File: src/rtl/alu_op_sequencer.sv
// Front-end sequencer for the shared n-bit ALU: one request in flight at a time.
// Operands stay registered for the op's latency, and the result comes back over a valid/ready channel.
module alu_op_sequencer #(
  parameter int N       = 4,
  parameter int MUL_LAT = N + 1,
  parameter int DIV_LAT = N + 2,
  parameter int TAG_W   = 2
) (
  input  logic             clk,
  input  logic             rst,
  input  logic             req_valid,
  output logic             req_ready,
  input  logic [2:0]       req_op,
  input  logic [N-1:0]     req_a,
  input  logic [N-1:0]     req_b,
  input  logic [TAG_W-1:0] req_tag,
  output logic [2:0]       alu_op,
  output logic [N-1:0]     alu_a,
  output logic [N-1:0]     alu_b,
  input  logic [2*N-1:0]   alu_result,
  output logic             rsp_valid,
  input  logic             rsp_ready,
  output logic [2*N-1:0]   rsp_result,
  output logic [TAG_W-1:0] rsp_tag,
  output logic             rsp_div0,
  output logic             busy
);
  localparam int MAXL = (MUL_LAT > DIV_LAT) ? MUL_LAT : DIV_LAT;
  localparam int CW   = $clog2(MAXL + 1);

  localparam logic [1:0] S_IDLE = 2'd0;
  localparam logic [1:0] S_EXEC = 2'd1;
  localparam logic [1:0] S_RESP = 2'd2;

  logic [1:0]       r_state;
  logic [CW-1:0]    r_cnt;
  logic [TAG_W-1:0] r_tag;
  logic             r_div0_pend;
  logic             w_accept;
  logic             w_div0;
  logic [CW-1:0]    w_lat;

  assign req_ready = (r_state == S_IDLE) | ((r_state == S_RESP) & rsp_ready);
  assign w_accept  = req_valid & req_ready;
  assign w_div0    = (req_op == 3'b011) & (req_b == '0);

  // A divide by zero never waits on the divider.
  always_comb begin
    w_lat = CW'(1);
    if (req_op == 3'b010)                w_lat = CW'(MUL_LAT);
    else if (req_op == 3'b011 && !w_div0) w_lat = CW'(DIV_LAT);
  end

  always_ff @(posedge clk) begin
    if (rst) begin
      r_state     <= S_IDLE;
      r_cnt       <= '0;
      r_tag       <= '0;
      r_div0_pend <= 1'b0;
      alu_op      <= '0;
      alu_a       <= '0;
      alu_b       <= '0;
      rsp_valid   <= 1'b0;
      rsp_result  <= '0;
      rsp_tag     <= '0;
      rsp_div0    <= 1'b0;
      busy        <= 1'b0;
    end else begin
      case (r_state)
        S_IDLE: ;
        S_EXEC: begin
          if (r_cnt == CW'(1)) begin
            rsp_result <= r_div0_pend ? '0 : alu_result;
            rsp_div0   <= r_div0_pend;
            rsp_tag    <= r_tag;
            rsp_valid  <= 1'b1;
            r_state    <= S_RESP;
          end else begin
            r_cnt <= r_cnt - CW'(1);
          end
        end
        S_RESP: begin
          if (rsp_ready) begin
            rsp_valid <= 1'b0;
            busy      <= 1'b0;
            r_state   <= S_IDLE;
          end
        end
        default: r_state <= S_IDLE;
      endcase
      // Accept overrides the RESP drain so back-to-back issue has no bubble.
      if (w_accept) begin
        alu_op      <= req_op;
        alu_a       <= req_a;
        alu_b       <= req_b;
        r_tag       <= req_tag;
        r_cnt       <= w_lat;
        r_div0_pend <= w_div0;
        rsp_valid   <= 1'b0;
        busy        <= 1'b1;
        r_state     <= S_EXEC;
      end
    end
  end
endmodule

File: config.mk
export PLATFORM = sky130hd
export DESIGN_NAME = alu_op_sequencer
export DESIGN_NICKNAME = d
export VERILOG_FILES = /design/src/rtl/alu_op_sequencer.sv
export SDC_FILE = /design/constraint.sdc
export NUM_CORES = 1
export LEC_CHECK = 0
export BUFFER_PORTS_ARGS = -buffer_cell sky130_fd_sc_hd__clkbuf_2
export CAP_MARGIN = 20
export CORE_MARGIN = 1.5
export CORE_UTILIZATION = 40
export DETAILED_ROUTE_END_ITERATION = 8
export GPL_TIMING_DRIVEN = 0
export PLACE_DENSITY = 0.67
export SYNTH_ARGS = -nofsm -noshare
export SYNTH_HDL_FRONTEND = slang
export SYNTH_SLANG_ARGS = --single-unit
File: constraint.sdc
create_clock -name clk -period 2 [get_ports clk]
set_clock_uncertainty 0.2 [all_clocks]
set_input_delay 0.1 -clock clk [delete_from_list [all_inputs] [get_ports clk]]
set_output_delay 0.1 -clock clk [all_outputs]
set_load 0.1 [all_outputs]
==> impl_metrics.tcl <==
set metrics [dict create \
    route.detailed.drc 0 \
    place_ws_ns 0.2862 \
    dieWidth_um 60.85 \
    fmax_ghz 0.5552 \
    worst-path-max-fanout 5 \
    cts_tree "yes" \
    final_core_util_pct 62.08 \
    cp_common_cell "clkbuf_2" \
    slowest_stage "dlygate4sd3_1" \
    syn_inst 157 \
    synth_area_um2 1339 \
    vias 1356 \
    path_delay_family "buffers and inverters" \
    die_area_um2 3703 \
    place_congestion 0.7267 \
    grt_overflow_total 0 \
    routed_wl_mm 3.445 \
    clockRootBuffer "clkbuf_4" \
    portBuffers 48 \
    cpPeakStageDelay_ns 0.53 \
    via_per_inst 4.843 \
    track_usage_pct 20.22 \
    crit_type "input port to primary output" \
    timing.final.crit_share_pct 90.05 \
    hold_viol 0 \
    clkSlewWorstSetupHoldPaths_ns 0.09 \
    hpwlAfterDp_mm 2.328 \
    netlist-cell-type-count 31 \
    nNetsFinal 263 \
    synth_fp_nets 184 \
    syn_area_per_cell_um2 8.527 \
    drive_above_1_share_pct 29.66 \
    setup_tns_ns 0 \
    drt_iter0_markers 58 \
    arrival_ns 1.50 \
    slew_violations 0 \
    synth_seq_cells 32 \
    vdd_ir_drop_max_uv 498.3 \
    grt_pass1_vias 1297 \
    cts_max_level 2 \
    relSlewSlack_pct 60.92 \
    status "completed" \
    row_count 20 \
    rsz0062_at_grt "no" \
    worst_slack_ns 0.1990 \
    wl_per_cell_um 12.30 \
    area_growth_pct 45.05 \
    cts_hold_buf 24 \
    clkLatencyLatePin_ns 0.33 \
    crit_buf_inv 3 \
    p_leak_nw 0.8234 \
    cts.sinks 32 \
    cap_violations 0 \
    antenna_found_initial 0 \
    initial_core_util_pct 42.80 \
    crit_path_start "rsp_ready" \
    endpoint_kind "primary output" \
    ys_warn_count 0 \
    first_pass_iters 4 \
    hp-class "register to register" \
    antenna_cells 0 \
    drtAntennaViolNets 0 \
    synth_seq_area_share_pct 47.85 \
    cts_setup_buffers 0 \
    p_per_area_nw_per_um2 802.2 \
    cts_buffers 5 \
    setup.worst_path.start_class "input port" \
    r2r-start "r_cnt[1]" \
    grt_max_degree 11 \
    worstHoldStart "rsp_result[3]" \
    ioPinCount 50 \
    cts.path.max_buffers 2 \
    p_total_w 0.001558 \
    worst_pin_slew_ns 0.5808 \
    die_h_um 60.85 \
    post_cts_resized 0 \
    setup_viol 0 \
    design.core.area_um2 3128 \
    critical_path.cell_chain "dlygate4sd3_1 -> clkbuf_2 -> nand2b_2 -> nor2b_2 -> clkbuf_2" \
    fin_crit_ns 1.801 \
    grt_pass1_wl_mm 5.471 \
    worstPathRequired_ns 1.70 \
]
-- registers in the layout, indices dropped and copies added, names as in the netlist --
signal and cells:
rsp_result 8, alu_a 4, alu_b 4, alu_op 3, r_cnt 3, r_state 2
r_tag 2, rsp_tag 2, busy 1, r_div0_pend 1, rsp_div0 1, rsp_valid 1
-- per-stage QoR --
| step | cells | area [um2] | hold WS [ns] |
|---|---|---|---|
| after floorplan | 157 | 1341 | 0.03596 |
| after global placement | 249 | 1637 | 0.1235 |
| after detailed placement | 249 | 1637 | 0.1311 |
| after CTS | 280 | 1942 | 0.2600 |
| after global routing | 280 | 1942 | 0.2727 |
| final | 280 | 1942 | 0.2546 |
-- report_power, final --
group	leakage, nW	switching [W]	total (W)	internal, W
logic	0.525	0.000319	0.000453	0.000134
clock network	0.0374	0.000204	0.000403	0.000199
registers	0.261	0.0000274	0.000702	0.000675
total	0.823	0.000550	0.00156	0.00101
-- kinds of logic after synthesis --
| kind of cell | synth area share (%) |
|---|---|
| adder cells (fa/ha/maj) | 1.869 |
| multiplexers | 1.589 |
| AND/OR/NAND/NOR | 29.72 |
| AO/OA/AOI/OAI | 13.08 |
| flip-flops | 47.85 |
| buffers and inverters | 5.233 |
| XOR/XNOR | 0.6543 |
-- area by class of cell --
cell class	count	area [um2]
inverter	3	11.26
multi-input combinational	113	630.6
buffer	9	58.81
clock buffer	7	65.06
timing repair buffer	72	480.5
sequential	32	640.6
fill	284	1186
tap	44	55.05
-- worst paths after layout --
check | cells after the start | endpoint | slack, ns
worst max-delay path | 5 | req_ready | 0.20
worst min-delay path | 2 | rsp_result[3] | 0.25
worst max register to register | 7 | rsp_result[7] | 0.26
worst min register to register | 2 | rsp_result[3] | 0.25
-- cells in the mapped netlist --
| cell | count | area, um2 |
|---|---|---|
| clkbuf_1 | 3 | 11.26 |
| a211oi_1 | 1 | 7.510 |
| nand3b_1 | 11 | 82.58 |
| nand2_1 | 44 | 165.2 |
| a21oi_1 | 28 | 140.1 |
| and2_1 | 1 | 6.260 |
| a211oi_2 | 1 | 12.51 |
| xnor2_1 | 1 | 8.760 |
| nor2_1 | 5 | 18.77 |
| nor3_2 | 2 | 20.02 |
| dfxtp_1 | 32 | 640.6 |
| buf_6 | 2 | 22.52 |
| and3b_1 | 1 | 8.760 |
| a22o_1 | 1 | 8.760 |
| or3b_1 | 1 | 8.760 |
| mux2i_1 | 1 | 10.01 |
| nor4_1 | 1 | 6.260 |
| mux2_1 | 1 | 11.26 |
| nor2b_1 | 2 | 12.51 |
| nand2_2 | 1 | 6.260 |
| nor2b_2 | 2 | 17.52 |
| ha_1 | 2 | 25.02 |
| buf_2 | 2 | 10.01 |
| inv_1 | 3 | 11.26 |
| nand2b_1 | 1 | 6.260 |
| nor3b_4 | 1 | 18.77 |
| nand2b_2 | 1 | 8.760 |
| o22ai_1 | 1 | 6.260 |
| nand4_1 | 1 | 6.260 |
| nand3_1 | 1 | 5.000 |
| buf_4 | 2 | 15.01 |
-- layer usage --
metal  vias up  routed length, um  global-route usage (%)
li1        681                  -                       -
met1       625               1393                   21.23
met2        45               1813                   38.25
met3         5                204                   6.823
met4         0                 34                   5.280
met5         -                  0                       0
-- worst reg2reg max path, stage by stage (launching register included) --
cell and delay (ns):
dfxtp_1 0.31, inv_1 0.09, ha_1 0.17, nor2b_2 0.23, and3b_1 0.24, buf_4 0.19, nand3b_1 0.09, a21oi_1 0.15
-- cells in the final DEF, fill, tap and decap left out, drive strengths merged, types with 2 or more instances in the layout --
cell type    count
clkbuf          58
nand2           45
dfxtp           32
a21oi           28
dlygate4sd3     24
nand3b          11
buf              6
nor2             5
nor2b            4
inv              3
nor3             2
ha               2
nand2b           2
a211oi           2
Power figures use the tool's default switching activity.
